--- config.mk ---
export PLATFORM = sky130hd
export DESIGN_NAME = tlb_maint_unit
export DESIGN_NICKNAME = d
export VERILOG_FILES = /design/src/rtl/tlb_maint_unit.sv
export SDC_FILE = /design/constraint.sdc
export NUM_CORES = 1
export LEC_CHECK = 0
export CORE_AREA = 2 2 210 212
export CTS_CLUSTER_SIZE = 28
export DETAILED_ROUTE_END_ITERATION = 8
export DIE_AREA = 0 0 212 214
export PLACE_DENSITY = 0.65
export SLEW_MARGIN = 5
export SYNTH_ARGS = -nofsm -noshare
export SYNTH_HDL_FRONTEND = slang
export SYNTH_SLANG_ARGS = --single-unit
--- constraint.sdc ---
create_clock -name clk -period 9.8 [get_ports clk]
set_input_delay 1.47 -clock clk [delete_from_list [all_inputs] [get_ports clk]]
set_output_delay 1.47 -clock clk [all_outputs]
set_load 0.05 [all_outputs]
--- src/rtl/tlb_maint_unit.sv ---
//============================================================================
// Module      : tlb_maint_unit
// Description : Backend sequencer for the TLBSRCH / TLBRD / TLBWR / TLBFILL /
//               INVTLB maintenance instructions. Runs one operation at a time
//               against the tlb_top write, read, invtlb and search ports, and
//               hands the result back for CSR update.
// Revision    : 1.0 - initial release
//============================================================================
// TLB entry layout (ENTRY_W = 89 bits, MSB first):
//   [88:70] vppn  [69:64] ps  [63] g  [62:53] asid  [52] e
//   [51:26] page0 {ppn0[19:0], plv0[1:0], mat0[1:0], d0, v0}
//   [25:0]  page1 {ppn1[19:0], plv1[1:0], mat1[1:0], d1, v1}
// Search result as consumed here (RESULT_W bits, MSB first): {found, index}
//============================================================================
`default_nettype none

module tlb_maint_unit #(
    parameter int TLBNUM   = 16,
    parameter int TLBIDLEN = 4,
    localparam int ENTRY_W  = 89,
    localparam int RESULT_W = 1 + TLBIDLEN
) (
    input  logic                clk,
    input  logic                reset,
    // maintenance request
    input  logic                req_valid,
    output logic                req_ready,
    input  logic [2:0]          req_op,
    input  logic [TLBIDLEN-1:0] req_index,
    input  logic                req_ne,
    input  logic [ENTRY_W-1:0]  req_entry,
    input  logic [18:0]         req_vppn,
    input  logic [9:0]          req_asid,
    input  logic [4:0]          req_invop,
    input  logic [31:0]         req_va,
    input  logic                flush,
    // tlb_top write port
    output logic                we,
    output logic [TLBIDLEN-1:0] w_index,
    output logic [ENTRY_W-1:0]  w_entry,
    // tlb_top read port
    output logic [TLBIDLEN-1:0] r_index,
    input  logic [ENTRY_W-1:0]  r_entry,
    // tlb_top invtlb port
    output logic                invtlb_valid,
    output logic [4:0]          invtlb_op,
    output logic [9:0]          invtlb_asid,
    output logic [31:0]         invtlb_va,
    // tlb_top search port 1
    output logic                s_valid,
    output logic [18:0]         s_vppn,
    output logic                s_va_bit12,
    output logic [9:0]          s_asid,
    input  logic [RESULT_W-1:0] s_result,
    input  logic                s_ok,
    // response
    output logic                resp_valid,
    input  logic                resp_ready,
    output logic [2:0]          resp_op,
    output logic                resp_found,
    output logic [TLBIDLEN-1:0] resp_index,
    output logic [ENTRY_W-1:0]  resp_entry
);

    localparam int            E_BIT   = 52;
    localparam logic [2:0]    OP_SRCH = 3'd0;
    localparam logic [2:0]    OP_RD   = 3'd1;
    localparam logic [2:0]    OP_WR   = 3'd2;
    localparam logic [2:0]    OP_FILL = 3'd3;
    localparam logic [2:0]    OP_INV  = 3'd4;
    localparam logic [TLBIDLEN-1:0] CNT_LAST = TLBIDLEN'(TLBNUM - 1);

    typedef enum logic [2:0] {
        S_IDLE  = 3'd0,
        S_SRCH  = 3'd1,
        S_RD    = 3'd2,
        S_WR    = 3'd3,
        S_INV   = 3'd4,
        S_DRAIN = 3'd5,
        S_RESP  = 3'd6
    } state_t;

    state_t                state_q, state_d;
    logic [TLBIDLEN-1:0]   fill_cnt_q, fill_cnt_d;
    logic [2:0]            op_q, op_d;
    logic [TLBIDLEN-1:0]   index_q, index_d;      // RD/WR index, or fill slot for FILL
    logic                  ne_q, ne_d;
    logic [ENTRY_W-1:0]    entry_q, entry_d;
    logic [18:0]           vppn_q, vppn_d;
    logic [9:0]            asid_q, asid_d;
    logic [4:0]            invop_q, invop_d;
    logic [31:0]           va_q, va_d;
    logic                  found_q, found_d;
    logic [TLBIDLEN-1:0]   res_index_q, res_index_d;
    logic [ENTRY_W-1:0]    rd_entry_q, rd_entry_d;

    // Next-state, request capture and result capture
    always_comb begin
        state_d     = state_q;
        fill_cnt_d  = (fill_cnt_q == CNT_LAST) ? '0 : fill_cnt_q + 1'b1;
        op_d        = op_q;
        index_d     = index_q;
        ne_d        = ne_q;
        entry_d     = entry_q;
        vppn_d      = vppn_q;
        asid_d      = asid_q;
        invop_d     = invop_q;
        va_d        = va_q;
        found_d     = found_q;
        res_index_d = res_index_q;
        rd_entry_d  = rd_entry_q;

        case (state_q)
            S_IDLE: begin
                if (req_valid) begin
                    op_d        = req_op;
                    // FILL picks its victim slot from the counter value at acceptance
                    index_d     = (req_op == OP_FILL) ? fill_cnt_q : req_index;
                    ne_d        = req_ne;
                    entry_d     = req_entry;
                    vppn_d      = req_vppn;
                    asid_d      = req_asid;
                    invop_d     = req_invop;
                    va_d        = req_va;
                    found_d     = 1'b0;
                    res_index_d = '0;
                    rd_entry_d  = '0;
                    case (req_op)
                        OP_SRCH:         state_d = S_SRCH;
                        OP_RD:           state_d = S_RD;
                        OP_WR, OP_FILL:  state_d = S_WR;
                        OP_INV:          state_d = S_INV;
                        default:         state_d = S_RESP;
                    endcase
                end
            end
            S_SRCH: begin
                // A flush abandons the search even if the result lands this cycle
                if (flush) begin
                    state_d = S_IDLE;
                end else if (s_ok) begin
                    found_d     = s_result[RESULT_W-1];
                    res_index_d = s_result[TLBIDLEN-1:0];
                    state_d     = S_RESP;
                end
            end
            S_RD: begin
                rd_entry_d = r_entry;
                found_d    = r_entry[E_BIT];
                state_d    = S_RESP;
            end
            S_WR:    state_d = S_DRAIN;
            S_INV:   state_d = S_DRAIN;
            // One quiet cycle so the TLB caches settle before a following search
            S_DRAIN: state_d = S_RESP;
            S_RESP: begin
                if (flush || resp_ready) begin
                    state_d = S_IDLE;
                end
            end
            default: state_d = S_IDLE;
        endcase
    end

    // Port drive, each interface gated to zero outside its own state
    always_comb begin
        req_ready    = (state_q == S_IDLE);
        we           = 1'b0;
        w_index      = '0;
        w_entry      = '0;
        r_index      = '0;
        invtlb_valid = 1'b0;
        invtlb_op    = '0;
        invtlb_asid  = '0;
        invtlb_va    = '0;
        s_valid      = 1'b0;
        s_vppn       = '0;
        s_va_bit12   = 1'b0;
        s_asid       = '0;
        resp_valid   = 1'b0;
        resp_op      = '0;
        resp_found   = 1'b0;
        resp_index   = '0;
        resp_entry   = '0;

        case (state_q)
            S_SRCH: begin
                s_valid = 1'b1;
                s_vppn  = vppn_q;
                s_asid  = asid_q;
            end
            S_RD: r_index = index_q;
            S_WR: begin
                we             = 1'b1;
                w_index        = index_q;
                w_entry        = entry_q;
                w_entry[E_BIT] = ~ne_q;
            end
            S_INV: begin
                invtlb_valid = 1'b1;
                invtlb_op    = invop_q;
                invtlb_asid  = asid_q;
                invtlb_va    = va_q;
            end
            S_RESP: begin
                resp_valid = 1'b1;
                resp_op    = op_q;
                resp_found = found_q;
                resp_index = res_index_q;
                resp_entry = rd_entry_q;
            end
            default: ;
        endcase
    end

    // State and datapath registers
    always_ff @(posedge clk or posedge reset) begin
        if (reset) begin
            state_q     <= S_IDLE;
            fill_cnt_q  <= '0;
            op_q        <= '0;
            index_q     <= '0;
            ne_q        <= 1'b0;
            entry_q     <= '0;
            vppn_q      <= '0;
            asid_q      <= '0;
            invop_q     <= '0;
            va_q        <= '0;
            found_q     <= 1'b0;
            res_index_q <= '0;
            rd_entry_q  <= '0;
        end else begin
            state_q     <= state_d;
            fill_cnt_q  <= fill_cnt_d;
            op_q        <= op_d;
            index_q     <= index_d;
            ne_q        <= ne_d;
            entry_q     <= entry_d;
            vppn_q      <= vppn_d;
            asid_q      <= asid_d;
            invop_q     <= invop_d;
            va_q        <= va_d;
            found_q     <= found_d;
            res_index_q <= res_index_d;
            rd_entry_q  <= rd_entry_d;
        end
    end

endmodule

`default_nettype wire

==> metrics.txt, run 1 <==
#FFs+latches synth about 260; Area Overhead vs Synth 55.9%; Row Count 76; Slew HR a little under a quarter; Primary FF master, synth dfrtp_1; CTS resizes 0; endpoints failing hold 0; Async SR Flop Fraction 100%; status finished clean; TritonCTS Buffers 31; Util after Layout between 40% and 50%; DP HPWL 27,400 um; leakage power a little under 8 nW; Clk Latency, worst-skew pair about 0.57 ns; Hold Crit Depth 1; WL final between 30,000 and 40,000 um; Buf/Inv on CP 2; metal2 WL ~19,000 um; Crit path largest cell delay 0.88 ns; RSZ-0062 raised after global routing false; Crit. End Element primary output; Core Area around 43,000 um2; Die Ht between 200 and 250 um; Seq/Total Area, Yosys 54.1%; period utilization approximately half; share of cells above drive strength 1 between 7 and 8%; via count 9,726; worst hold-check path type register to register; routed length per instance roughly 18 um; Hold WS 0.475 ns; data required time at the worst endpoint between 8 and 9 ns; clock sinks around 260; hold buffer count at cts 0; initial antenna violation count 4; WP depth 5; first-pass GRT wire length around 60,000 um; Least-Margin Pin Slew around 1.1 ns; vias per inst ~4.4; Post-DP Area approximately 18,000 um2; die area between 40,000 and 50,000 um2; starting DRC count in detailed routing 482; Met1 Wirelength roughly 16,000 um; Initial Utilization between 20 and 30%; setup TNS 0 ns; Remaining DRCs 0; ANT nets after route 0; number of synthesized flops with an enable pin 0; most common cell after layout, fill and taps aside clkdlybuf4s50_1; post-route setup slack 4.78 ns; CTS tree done; Avg Cell Area, Syn around 11 um2; final estimated routing congestion in global placement about 0.76; pre-CTS setup slack roughly 5.2 ns; Finished Layout Cells ~2,200; skew final ~0.012 ns; Worst setup SP type register; Clock Tree Buf Depth 3; H-tree levels 1; R2R depth 4; most frequent cells in the layout clkdlybuf4s50_1 (536), and2_1 (270), dfrtp_1 (263), nand2_1 (184), mux2_1 (100); Buffers on Ports about 540; setup violators final 0; Synthesized Nets about 1,400; Total GRT Usage 16.8%; cell family with most CP delay buffers and inverters; grt total ovfl 0; critical path, cell by cell nand2_1 > nor2_4 > buf_4 > and2_1 > clkdlybuf4s50_1; I/O pin cnt around 540; pin count of the biggest net entering global routing 187; met3 wire len roughly 3700 um; Max Used Layer met5; 1st-pass router iterations 4; post-synthesis cell area 12,200 um2; pwr dens between 200 and 300 nW/um2; kind of critical path register to primary output; CP max stage cell clkdlybuf4s50_1; Final Critical Period between 5 and 6 ns; worst vdd rail ir drop around 0.19 mV; Distinct cells, synth 39; nets approximately 1,900; Synthesis Warnings 0; dpl cells roughly 2,200; Clock Tree Root clkbuf_16; fin. max-slew vios 0; Worst EP arrival roughly 3.6 ns; Die X 212 um; Crit Path Max Fanout 93; Post-Synthesis Cells about 1,100; clk slew on worst S/H paths about 0.060 ns; fin area 19,000 um2; max-cap viol count 0; Max Clock Freq 199 MHz; Post-CTS Setup Repair Bufs 0; vias in the first global route 10,300; total power ~5.4 mW
final cells by class:
type,instances,area [um2]
Antenna cell,2,5.00
Tap cell,585,732
Inverter,8,37.5
Clock inverter,16,241
Clock buffer,40,860
Timing Repair Buffer,545,5450
Sequential cell,263,6580
Fill cell,4031,23900
Multi-Input combinational cell,760,5070
path summary, 6_finish.rpt:
path	start	endpoint	slack, ns
hold reg to reg	entry_q[58]	entry_q[58]	0.47
setup reg to reg	state_q[0]	entry_q[78]	6.52
hold / removal	entry_q[58]	entry_q[58]	0.47
setup / recovery	state_q[0]	w_entry[65]	4.78
min in group asynchronous	reset	entry_q[87]	1.47
max in group asynchronous	reset	rd_entry_q[34]	6.63
cells in the mapped netlist (2+ instances only):
master	n	area (um2)
a21oi_1	6	30.0
a31oi_1	2	12.5
and2_1	270	1690
buf_2	17	85.1
buf_6	7	78.8
buf_8	11	165
clkbuf_1	43	161
clkbuf_2	3	15.0
dfrtp_1	263	6580
inv_1	8	30.0
mux2_1	100	1130
mux2_2	59	664
mux2i_1	8	80.1
nand2_1	184	691
nand2b_1	4	25.0
nand3b_1	2	15.0
nor2_1	8	30.0
nor3_1	3	15.0
nor3b_2	2	25.0
o21ai_0	93	465
o31ai_1	2	15.0
metal layers:
layer | GRT usage (%) | vias to the layer above
met5 | 0 | -
met4 | 4.34 | 2
met3 | 5.91 | 55
met2 | 28.9 | 356
met1 | 19.9 | 4712
li1 | - | 4601
sequential cells by signal, summed over array words and instances (netlist names), 3 cells and up:
register and count:
state_q 3, fill_cnt_q 4, op_q 3, entry_q 88, rd_entry_q 89, va_q 32, asid_q 10, vppn_q 19
invop_q 5, index_q 4, res_index_q 4
cells by family after synthesis:
group | Yosys count | synth area share, %
other | 1 | 0.0308
buffers and inverters | 90 | 4.46
DFF | 263 | 54.1
muxes | 167 | 15.4
xor gates and xnor gates | 1 | 0.0720
adders and majority gates | 1 | 0.103
AOI/OAI and AO/OA | 109 | 4.75
and+or+nand+nor | 481 | 21.1
power by group:
part / internal (mW) / switching, mW / total [mW] / leakage, nW
Combinational: 0.911 / 1.41 / 2.32 / 4.03
Clock: 0.772 / 0.471 / 1.24 / 0.536
Sequential: 1.58 / 0.259 / 1.84 / 3.24
Total: 3.27 / 2.14 / 5.41 / 7.80
(Power assumes the default switching activity.)
==> inputs of run 2 (changes only) <==
clock period = 5.06 ns   (was 9.8 ns; I/O delays follow)
==> run 2 against run 1 <==
Sequential cell count did not move. Clock-buffer cell count rose by 2. Combinational power rose by 95%. Critical endpoint is now w_entry[70]. Largest cell class unchanged.
==> metrics.txt, run 2 (synthesis gave the netlist of run 1 again) <==
Remaining DRCs 0 (unchanged); Total GRT Usage 17.0% (was 16.8%); Largest register FFs 89 (unchanged); sequential share of power 34.1% (about the same); Final Critical Period 4.32 ns; I/O pin cnt 539 (unchanged); WL final 39,700 um (was 39,200 um); Hold Crit Depth 1 (unchanged); H-tree levels 1 (unchanged); Hold Startpoint entry_q[7] (was entry_q[58]); Max Clock Freq approximately 230 MHz; 1st-pass router iterations 4 (unchanged); pwr dens 549 nW/um2 (was 285 nW/um2); nets 1,875 (was 1,873); most common cell after layout, fill and taps aside clkdlybuf4s50_1 (unchanged); routed length per instance 17.8 um (was 17.7 um); clock power share 22.6% (was 23.0%); CTS resizes 0 (unchanged); Buffers on Ports 536 (unchanged); dpl cells 2,163 (was 2,161); die area 45,400 um2 (unchanged); max-cap viol count 0 (unchanged); fin area 19,000 um2 (about the same); total power 10.5 mW (was 5.41 mW); RSZ-0062 raised after global routing false (unchanged); Largest regs rd_entry_q (89), entry_q (88), va_q (32) (unchanged); Crit Path Max Fanout 93 (unchanged); power share of the combinational group 43.3% (was 42.9%); Crit path largest cell delay 0.87 ns (was 0.88 ns); met3 wire len 3860 um (was 3660 um); setup TNS 0 ns (unchanged); initial antenna violation count 5 (was 4); share of cells above drive strength 1 8.19% (was 7.90%); data required time at the worst endpoint 4.30 ns (was 8.33 ns); pin count of the biggest net entering global routing 152 (was 187); fin. max-slew vios 0 (unchanged); vias per inst 4.41 (was 4.38); Crit. End Element primary output (unchanged); CP max stage cell clkdlybuf4s50_1 (unchanged); DP HPWL 27,800 um (was 27,400 um); endpoints failing hold 0 (unchanged); Area Overhead vs Synth 56.4% (was 55.9%); RR Endpoint found_q (was entry_q[78]); Met1 Wirelength 16,100 um (was 15,900 um); Slew HR 34.7% (was 23.7%); critical path, cell by cell nand2_1 > nor2_4 > buf_4 > and2_1 > clkdlybuf4s50_1 (unchanged); skew final 0.00874 ns (was 0.0118 ns); CTS tree done (unchanged); R2R setup slack 2.55 ns (was 6.52 ns); first-pass GRT wire length 60,700 um (was 60,200 um); Post-CTS Setup Repair Bufs 0 (unchanged); worst vdd rail ir drop 0.377 mV (was 0.186 mV); Core Area 42,900 um2 (unchanged); starting DRC count in detailed routing 542 (was 482); leakage power 7.83 nW (was 7.80 nW); Post-DP Area 17,900 um2 (about the same); Most flops, register rd_entry_q (unchanged); Clk Latency, worst-skew pair 0.57 ns (about the same); Worst setup SP type register (unchanged); TritonCTS Buffers 31 (unchanged); Least-Margin Pin Slew 0.980 ns (was 1.14 ns); Die Ht 214 um (unchanged); Max Used Layer met5 (unchanged); Die X 212 um (unchanged); grt total ovfl 0 (unchanged); Clock Tree Root clkbuf_16 (unchanged); metal2 WL 18,600 um (was 18,700 um); status finished clean (unchanged); reg2reg start state_q[1] (was state_q[0]); Row Count 76 (unchanged); Worst EP arrival 3.56 ns (was 3.55 ns); sw frac 39.9% (was 39.6%); via count 9,801 (was 9,726); final estimated routing congestion in global placement 0.799 (was 0.762); Hold Path Sink entry_q[7] (was entry_q[58]); vias in the first global route 10,300 (about the same); sw power 4.17 mW (was 2.14 mW); worst hold-check path type register to register (unchanged); hold buffer count at cts 0 (unchanged); R2R depth 4 (unchanged); clk slew on worst S/H paths 0.06 ns (about the same); Clock Tree Buf Depth 3 (unchanged); Finished Layout Cells 2,224 (was 2,219); period utilization 85.4%; kind of critical path register to primary output (unchanged); Power Internal 6.29 mW (was 3.27 mW); Initial Utilization 28.4% (unchanged); setup violators final 0 (unchanged); most frequent cells in the layout clkdlybuf4s50_1 (536), and2_1 (270), dfrtp_1 (263), nand2_1 (184), mux2_1 (100) (unchanged); clock sinks 263 (unchanged); fill count 4,044 (was 4,031); ANT nets after route 0 (unchanged)
## run 2: changes by cell type in the layout (fill, tap and decap cells not counted)
cell | previous run | this run
clkinv_2 | 6 | 9
clkbuf_1 | 4 | 3
clkinv_4 | 0 | 1
clkinvlp_4 | 3 | 2
clkbuf_8 | 5 | 8
buf_4 | 8 | 6
bufinv_16 | 6 | 4
inv_8 | 1 | 0
diode_2 | 2 | 3
buf_12 | 1 | 5
## run 2: layout make-up
type	count	area (um2)	share of cell area [%]
diodes	3	7.51	0.0395
clock buffers	42	897	4.72
clock inverters	16	190	1.00
inverters	8	33.8	0.178
multi-input cells	760	5070	26.7
flip-flops and latches	263	6580	34.6
well taps	585	732	3.85
repair buffers	547	5510	29.0
## run 2: worst max-delay path by stage
stage | start | endpoint | cells after the start | slack, ns
after floorplan | reset | asid_q[0] | 1 | 0.83
after global placement | state_q[0] | w_entry[70] | 5 | 1.37
after detailed placement | state_q[0] | w_entry[64] | 5 | 1.33
after CTS | state_q[0] | w_entry[70] | 5 | 0.71
after global routing | state_q[0] | w_entry[64] | 5 | 0.50
final | state_q[0] | w_entry[70] | 5 | 0.74
## run 2: critical path, delay by kind of cell (launching register included)
family | cells | cell delay [ns]
buffers and inverters | 2 | 1.51
flip-flops | 1 | 0.80
AND/OR/NAND/NOR | 3 | 0.59
## run 2: routing by layer
| layer | GRT usage, % | vias to the layer above |
|---|---|---|
| li1 | - | 4621 |
| met1 | 20.1 | 4731 |
| met2 | 28.6 | 383 |
| met3 | 6.67 | 62 |
| met4 | 4.74 | 4 |
| met5 | 0 | - |
## run 2: per-stage QoR
| stage | utilization (%) | setup WS [ns] | hold slack, ns |
|---|---|---|---|
| 2_1_floorplan | - | 0.831 | 0.449 |
| 3_3_place_gp | 41.8 | 1.37 | 0.458 |
| 3_5_place_dp | 41.8 | 1.33 | 0.466 |
| 4_1_cts | 44.3 | 0.708 | 0.480 |
| 5_1_grt | 44.3 | 0.497 | 0.494 |
| 6_report | 44.4 | 0.739 | 0.477 |
## run 2: power by group through the flow
stage                     registers [mW]  logic, mW  clock network [mW]
after floorplan                     3.38       3.25                   0
after global placement              3.55       4.51                   0
after detailed placement            3.60       4.58                   0
after CTS                           3.58       4.60                2.44
after global routing                3.70       4.85                2.52
final                               3.57       4.52                2.36
